### src/rtl/somador_serial.sv
// Bit-serial two's-complement adder/subtractor: LSB-first, one result bit per clock.
// Optional saturation on signed overflow is compiled in with `define SOMADOR_SERIAL_SAT_EN.
//
// Handshake: start is sampled only while idle (busy=0), and A, B and sub are captured
// on that same edge. busy stays high from the capture edge until the result is
// published. done is a one-cycle pulse, and S/Z/N/P/V/C are valid from that pulse
// onward. A new start may be presented in the same cycle as done.
module somador_serial #(
    parameter int NUM_BITS = 8
) (
    input  logic                clock,
    input  logic                reset,
    input  logic                start,
    input  logic                sub,
    input  logic [NUM_BITS-1:0] A,
    input  logic [NUM_BITS-1:0] B,
    output logic                busy,
    output logic                done,
    output logic [NUM_BITS-1:0] S,
    output logic                Z,
    output logic                N,
    output logic                P,
    output logic                V,
    output logic                C,
    output logic [1:0]          dbg_state
);

    localparam int CW = (NUM_BITS > 2) ? $clog2(NUM_BITS) : 1;
    localparam logic [CW-1:0] LAST = CW'(NUM_BITS - 1);

    typedef enum logic [1:0] {
        IDLE = 2'd0,
        RUN  = 2'd1,
        DONE = 2'd2
    } state_t;

    state_t              state;
    logic [NUM_BITS-1:0] a_sr;
    logic [NUM_BITS-1:0] b_sr;
    logic [NUM_BITS-1:0] res;
    logic [CW-1:0]       cnt;
    logic                carry;
    logic                a_msb;
    logic                b_msb;

    logic                sum_bit;
    logic                carry_nxt;
    logic                raw_v;
    logic [NUM_BITS-1:0] s_final;

    assign dbg_state = state;

    // One full-adder slice, reused every RUN cycle on the current LSBs.
    always_comb begin
        sum_bit   = a_sr[0] ^ b_sr[0] ^ carry;
        carry_nxt = (a_sr[0] & b_sr[0]) | (a_sr[0] & carry) | (b_sr[0] & carry);
    end

    // The operand sign bits are shifted out of the registers, so they are kept separately.
    assign raw_v = (a_msb == b_msb) && (res[NUM_BITS-1] != a_msb);

`ifdef SOMADOR_SERIAL_SAT_EN
    always_comb begin
        s_final = res;
        if (raw_v) begin
            if (a_msb) s_final = {1'b1, {(NUM_BITS-1){1'b0}}};
            else       s_final = {1'b0, {(NUM_BITS-1){1'b1}}};
        end
    end
`else
    assign s_final = res;
`endif

    always_ff @(posedge clock or posedge reset) begin
        if (reset) begin
            state <= IDLE;
            a_sr  <= '0;
            b_sr  <= '0;
            res   <= '0;
            cnt   <= '0;
            carry <= 1'b0;
            a_msb <= 1'b0;
            b_msb <= 1'b0;
            busy  <= 1'b0;
            done  <= 1'b0;
            S     <= '0;
            Z     <= 1'b0;
            N     <= 1'b0;
            P     <= 1'b0;
            V     <= 1'b0;
            C     <= 1'b0;
        end else begin
            done <= 1'b0;
            case (state)
                IDLE: begin
                    if (start) begin
                        a_sr  <= A;
                        b_sr  <= B ^ {NUM_BITS{sub}};
                        carry <= sub;
                        cnt   <= '0;
                        res   <= '0;
                        a_msb <= A[NUM_BITS-1];
                        b_msb <= B[NUM_BITS-1] ^ sub;
                        busy  <= 1'b1;
                        state <= RUN;
                    end
                end
                RUN: begin
                    res   <= {sum_bit, res[NUM_BITS-1:1]};
                    a_sr  <= a_sr >> 1;
                    b_sr  <= b_sr >> 1;
                    carry <= carry_nxt;
                    cnt   <= cnt + CW'(1);
                    if (cnt == LAST) state <= DONE;
                end
                DONE: begin
                    S     <= s_final;
                    Z     <= (s_final == '0);
                    N     <= s_final[NUM_BITS-1];
                    P     <= ~s_final[0];
                    V     <= raw_v;
                    C     <= carry;
                    done  <= 1'b1;
                    busy  <= 1'b0;
                    state <= IDLE;
                end
                default: begin
                    busy  <= 1'b0;
                    state <= IDLE;
                end
            endcase
        end
    end

endmodule

### config.mk
export PLATFORM = sky130hd
export DESIGN_NAME = somador_serial
export DESIGN_NICKNAME = d
export VERILOG_FILES = /design/src/rtl/somador_serial.sv
export SDC_FILE = /design/constraint.sdc
export NUM_CORES = 1
export LEC_CHECK = 0
export CORE_UTILIZATION = 51
export CTS_CLUSTER_DIAMETER = 80
export DETAILED_ROUTE_END_ITERATION = 8
export GPL_ROUTABILITY_DRIVEN = 0
export HOLD_SLACK_MARGIN = 0.05
export PLACE_DENSITY = 0.78
export SLEW_MARGIN = 10
export SYNTH_ARGS = -nofsm -noshare
export SYNTH_HDL_FRONTEND = slang
export SYNTH_SLANG_ARGS = --single-unit
### constraint.sdc
create_clock -name clock -period 1.85 [get_ports clock]
set_input_delay 0.2775 -clock clock [delete_from_list [all_inputs] [get_ports clock]]
set_output_delay 0.2775 -clock clock [all_outputs]
set_load 0.01 [all_outputs]
==> results of run 1 <==
cells in the final DEF, fill, tap and decap left out, types with 2 or more instances in the layout:
cell,instances
and3b_1,8
nor3b_1,2
nor4_1,2
a221o_2,5
nand2b_1,2
clkbuf_8,6
xnor2_1,7
nand2_1,61
inv_1,5
dfrtp_1,45
nand3_1,12
nor2_1,8
a221o_1,2
o21ai_0,13
clkdlybuf4s50_1,36
a21oi_1,9
ha_1,2
buf_4,5
layout make-up:
class	count	share of cell area, %
sequential	46	45.46
multi-input combinational	142	31.19
timing repair buffer	42	16.49
clock buffer	7	3.406
tap	48	2.369
inverter	6	0.8885
clock inverter	1	0.1974
state kept, by name, indices dropped and copies added (netlist names):
name and flops:
cnt 3, carry 1, done 1, a_sr 8
busy 1, b_sr 8, dbg_state 2, P 1
S 8, b_msb 1, V 1, a_msb 1
C 1, Z 1, res 8
where the power goes:
group | internal (mW) | total, mW | switching [mW]
registers | 1.44 | 1.75 | 0.312
clock network | 0.301 | 0.613 | 0.312
logic | 0.755 | 1.45 | 0.694
total | 2.50 | 3.82 | 1.32
how the worst min path moves through the flow:
stage                    to  slack (ps)  cells after the start
floorplan             a_msb         380                      2
global placement       S[5]         460                      2
detailed placement     S[5]         460                      2
CTS                 b_sr[5]         340                      3
global route        b_sr[3]         360                      3
finish              b_sr[5]         330                      3
stage by stage:
stage                     setup WS, ps  cell area (µm²)
final                            88.36             2535
after detailed placement         125.5             2442
after global placement           142.4             2442
after CTS                        16.76             2534
after global routing             23.93             2535
after floorplan                  484.7             2048
kinds of logic after synthesis:
| kind of cell | share of synthesized area, % |
|---|---|
| buffers and inverters | 5.192 |
| AO/OA/AOI/OAI | 10.87 |
| AND/OR/NAND/NOR | 22.11 |
| adder cells (fa/ha/maj) | 2.199 |
| XOR/XNOR | 3.421 |
| flip-flops | 56.20 |
worst min-delay path, cell delays in order:
cell and delay (ps):
clkdlybuf4s50_1 400, clkinv_1 70, buf_12 240
routing by layer:
metal | share of wire [%] | vias up | global-route usage (%)
met3 | 5.4 | 5 | 5.208
met2 | 46 | 42 | 28.87
met1 | 47 | 691 | 28.92
met5 | 0 | - | 0
li1 | - | 757 | -
met4 | 1.1 | 0 | 7.337
==> summary.md, run 1 <==
| Metric | Value |
|---|---|
| # IOs | 37 |
| First-pass GRT wire length | 6.396 mm |
| CP Launch Point | dbg_state[0] |
| Post-layout nets | 266 |
| CP bufs+invs | 1 |
| Most frequent cell after synthesis | nand2_1 |
| Cell count after synthesis | 208 |
| Delay of the slowest cell on the worst path | 610 ps |
| Clock latency at the later pin of the worst-skew pair | 290 ps |
| Final Core Density | 67.71% |
| Die width | 65.37 µm |
| Leak | 1.216 nW |
| Longest Clk Path Bufs | 2 |
| Slowest CP cell | clkdlybuf4s50_1 |
| Synth area leader | dfrtp_1 |
| Hold Path Class | input port to asynchronous set/reset pin |
| First-pass DRT Iterations | 4 |
| Register clock-pin slew on the reported worst setup and hold paths | 80 ps |
| CP Capture Point | dbg_state[0] |
| Reg2Reg Depth | 3 |
| Sum of negative setup slack | 0 ps |
| Vias in the first global route | 1332 |
| Placed cell count | 284 |
| Root buffer cell | clkbuf_8 |
| Worst-path maximum fanout | 13 |
| Global route total overflow | 0 |
| FP Rows | 22 |
| Die Footprint | 4273 µm² |
| DRT iter0 DRCs | 148 |
| Mean Syn Cell Area | 9.847 µm² |
| Final number of hold-violating endpoints | 0 |
| Synth top area cells | dfrtp_1, nand2_1, and3b_1, o21ai_0, xnor2_1 |
| Synth Cell Area | 2048 µm² |
| Tightest Pin Transition | 495.3 ps |
| Startpoint class of the critical path | register |
| Post-synth EDFFs | 0 |
| Reg2reg start | dbg_state[0] |
| CTS buffer count | 5 |
| Total wire length | 3.567 mm |
| Vias/cell | 5.120 |
| Setup CP Type | register to primary output |
| Total power | 3.817 mW |
| Core box area | 3744 µm² |
| Synth warn | 0 |
| Routed Antenna Nets | 0 |
| IR drop worst, VDD | 0.7149 mV |
| Slew margin rel. | 66.88% |
| Initial Utilization | 54.71% |
| GRT Resource Usage Total | 20.00% |
| WP data arrival | 1480 ps |
| DP HPWL | 2.418 mm |
| DRC Markers | 0 |
| Asr flop ratio synth | 100.0% |
| Worst Setup End Kind | primary output |
| Max cap viols | 0 |
| Synthesized netlist net count | 231 |
| WP data required | 1570 ps |
| Synth Register Bits | 46 |
| # diodes | 0 |
| Distinct cells, synth | 28 |
| Setup Buffers After CTS | 0 |
| Minimum clock period | 1762 ps |
| Final Skew | 4.818 ps |
| Fmax | 567.7 MHz |
| Final-layout fill cell count | 325 |
| Clock sink count | 46 |
| Post-CTS resize count | 0 |
| Cts hold-fix bufs | 0 |
| Cell Count, Final, Fillers Out | 292 |
| Initial antenna violation count | 0 |
| Flop2flop setup slack | 390 ps |
| Storage element area | 1152 µm² |
| Unrepaired setup endpoints after global routing | no |
| Hold_ws | 332.8 ps |
| Final Max Slew Viols | 0 |
| CTS tree | yes |
| Sequential fraction of the synthesis area | 56.20% |
| CP Cell Sequence | clkdlybuf4s50_1 |
| Status | finished clean |
| Largest net degree at the start of global routing | 47 |
| CTS H-tree lvls | 2 |
| Area of the multi-input gates | 790.8 µm² |
| Top delay family on crit path | buffers and inverters |
| Power per cell area | 1506 nW/µm² |
| Synth top area share | 56.20% |
| Critical path depth | 1 |
| Period utilisation layout | 95.22% |
| Main synth FF type | dfrtp_1 |
| Area Growth Syn to Fin | 23.76% |
| Routed len/inst | 12.22 µm |
| Die Ht | 65.37 µm |
| Synth top cells by count | nand2_1, dfrtp_1, o21ai_0 |
| Share of cells above drive strength 1 | 8.607% |
| Via count | 1495 |
| Final Setup Violations | 0 |
| # port buffers | 36 |
| R2r endpoint | b_sr[5] |
(Power assumes the default switching activity.)
==> run 2, diff against run 1 <==
--- a/config.mk
+++ b/config.mk
@@ -5,12 +5,12 @@
 export SDC_FILE = /design/constraint.sdc
 export NUM_CORES = 1
 export LEC_CHECK = 0
-export CORE_UTILIZATION = 51
-export CTS_CLUSTER_DIAMETER = 80
+export CORE_UTILIZATION = 30
+export CTS_CLUSTER_DIAMETER = 100
 export DETAILED_ROUTE_END_ITERATION = 8
+export DONT_BUFFER_PORTS = 1
 export GPL_ROUTABILITY_DRIVEN = 0
 export HOLD_SLACK_MARGIN = 0.05
-export PLACE_DENSITY = 0.78
 export SLEW_MARGIN = 10
 export SYNTH_ARGS = -nofsm -noshare
 export SYNTH_HDL_FRONTEND = slang
==> run 2 against run 1 <==
Against the previous run: first-iteration DRC count fell by 7.4%; count of clock-buffer cells in the layout fell by 1; clock skew rose by 2.0 ps; routed wire length rose by 11%; via count fell by 6.4%; sequential share of layout area rose by 6.1 points; critical path depth rose by 1; global-route usage fell by 8.1 points; non-clock buffer count fell by 36; die area rose by 68%; combinational power fell by 29%; utilization fell by 33 points.
==> summary.md, run 2 (synthesis gave the netlist of run 1 again) <==
| Metric | Value |
|---|---|
| WP data arrival | 1950 ps (+470 ps) |
| Status | finished clean |
| First-pass DRT Iterations | 4 (unchanged) |
| Total power | 3.593 mW (-5.9%) |
| Die Footprint | 7161 µm² (+68%) |
| Slew margin rel. | 24.75% (-42 points) |
| Worst-path maximum fanout | 17 (+4) |
| Share of cells above drive strength 1 | 9.615% (+1.0 points) |
| Delay of the slowest cell on the worst path | 910 ps (+300 ps) |
| # IOs | 37 (unchanged) |
| Final number of hold-violating endpoints | 0 (unchanged) |
| FP Rows | 29 (+32%) |
| Startpoint class of the critical path | register |
| Initial Utilization | 31.71% (-23 points) |
| Most frequent cells in the layout | nand2_1, dfrtp_1, o21ai_0 |
| Via count | 1400 (-6.4%) |
| CTS buffer count | 5 (unchanged) |
| WP data required | 2090 ps (+520 ps) |
| Die width | 84.63 µm (+29%) |
| Vias in the first global route | 1398 (+5.0%) |
| CP Capture Point | b_sr[5] |
| GRT Resource Usage Total | 11.87% (-8.1 points) |
| CP Launch Point | dbg_state[0] |
| Final Max Slew Viols | 0 (unchanged) |
| Tightest Pin Transition | 1126 ps (+631.1 ps) |
| Unrepaired setup endpoints after global routing | no |
| Clock sink count | 46 (unchanged) |
| Setup Buffers After CTS | 0 (unchanged) |
| Initial antenna violation count | 0 (unchanged) |
| Hold Path Class | input port to register |
| Minimum clock period | 1713 ps (-48.15 ps) |
| Commonest non-fill, non-tap cell in the layout | nand2_1 |
| Reg2Reg Depth | 2 (-1) |
| Setup CP Type | register to register |
| Post-CTS resize count | 0 (unchanged) |
| CTS H-tree lvls | 2 (unchanged) |
| Core box area | 6459 µm² (+73%) |
| Global route total overflow | 0 (unchanged) |
| Final-layout fill cell count | 667 (+110%) |
| Routed len/inst | 13.85 µm (+13%) |
| # port buffers | 0 (-100%) |
| Period utilisation layout | 92.62% (-2.6 points) |
| Slowest CP cell | nor2b_1 |
| Total wire length | 3.947 mm (+11%) |
| Sum of negative setup slack | 0 ps (unchanged) |
| Post-layout nets | 230 (-14%) |
| Reg2reg start | dbg_state[0] |
| Die Ht | 84.63 µm (+29%) |
| Clock latency at the later pin of the worst-skew pair | 300 ps (about the same) |
| DP HPWL | 2.611 mm (+8.0%) |
| Max cap viols | 0 (unchanged) |
| CTS tree | yes |
| Root buffer cell | clkbuf_8 |
| Power per cell area | 1611 nW/µm² (+7.0%) |
| Hold_ws | 113.2 ps (-219.5 ps) |
| Area Growth Syn to Fin | 8.919% |
| Leak | 1.083 nW (-11%) |
| Final Skew | 6.860 ps (+2.043 ps) |
| Worst Setup End Kind | register |
| Register clock-pin slew on the reported worst setup and hold paths | 80 ps (about the same) |
| CP Cell Sequence | nor2b_1 -> a221o_2 |
| DRC Markers | 0 (unchanged) |
| DRT iter0 DRCs | 137 (-7.4%) |
| Fmax | 583.6 MHz (+2.8%) |
| Vias/cell | 4.912 (-4.1%) |
| Largest net degree at the start of global routing | 47 (unchanged) |
| Cts hold-fix bufs | 1 (+1) |
| Longest Clk Path Bufs | 2 (unchanged) |
| # diodes | 0 (unchanged) |
| R2r endpoint | b_sr[5] |
| Routed Antenna Nets | 0 (unchanged) |
| IR drop worst, VDD | 0.6059 mV (-15%) |
| First-pass GRT wire length | 6.693 mm (+4.6%) |
| Flop2flop setup slack | 140 ps (-250 ps) |
| Final Setup Violations | 0 (unchanged) |
run 2: cell types whose count changed in the layout (fill, tap and decap cells not counted):
cell and change:
buf_4 -1, bufinv_16 +1, clkbuf_8 -1, clkdlybuf4s50_1 -36
clkinv_1 -1, clkinv_2 -1, clkinvlp_4 +1, dfrtp_1 +1
dfrtp_2 -1, dlygate4sd3_1 +1, inv_2 +1
run 2: per-layer routing:
metal	GRT usage [%]	part of all wire (%)	up-vias
li1	-	-	688
met1	15.83	48	679
met4	3.698	1.1	0
met5	0	0	-
met2	18.92	47	27
met3	3.147	4.0	6
run 2: critical path, delay by kind of cell (launching register included):
| kind | cells | cell delay (ps) |
|---|---|---|
| AND/OR/NAND/NOR | 1 | 910 |
| AO/OA/AOI/OAI | 1 | 310 |
| flip-flops | 1 | 430 |
run 2: worst min path at each step:
stage / start / endpoint / depth (start not counted)
3_3_place_gp: reset / V / 2
4_1_cts: A[7] / a_msb / 2
6_report: A[7] / a_msb / 2
5_1_grt: A[7] / a_msb / 2
2_1_floorplan: A[7] / a_msb / 2
3_5_place_dp: reset / S[7] / 2
run 2: power breakdown:
| group | internal, mW | leakage (nW) | switching [mW] |
|---|---|---|---|
| registers | 1.44 | 0.573 | 0.383 |
| clock network | 0.403 | 0.0514 | 0.334 |
| logic | 0.441 | 0.459 | 0.590 |
| total | 2.29 | 1.08 | 1.31 |
run 2: final cells by class:
type                            instances  area [µm²]  area share [%]
Timing Repair Buffer                    6       60.06           2.692
Sequential cell                        46        1151           51.60
Clock inverter                          2       37.54           1.683
Clock buffer                            6       72.57           3.253
Tap cell                               77       96.34           4.319
Multi-Input combinational cell        142       790.8           35.45
Inverter                                6       22.52           1.010
run 2: metrics by stage:
step | instance area, µm² | util (%) | instances | worst slack [ps]
final | 2231 | 34.54 | 285 | 136.5
after global routing | 2231 | 34.54 | 285 | 33.45
after CTS | 2231 | 34.54 | 285 | 141.9
after detailed placement | 2111 | 32.68 | 276 | 145.9
after global placement | 2111 | 32.68 | 276 | 206.9
after floorplan | 2048 | - | 208 | 484.7
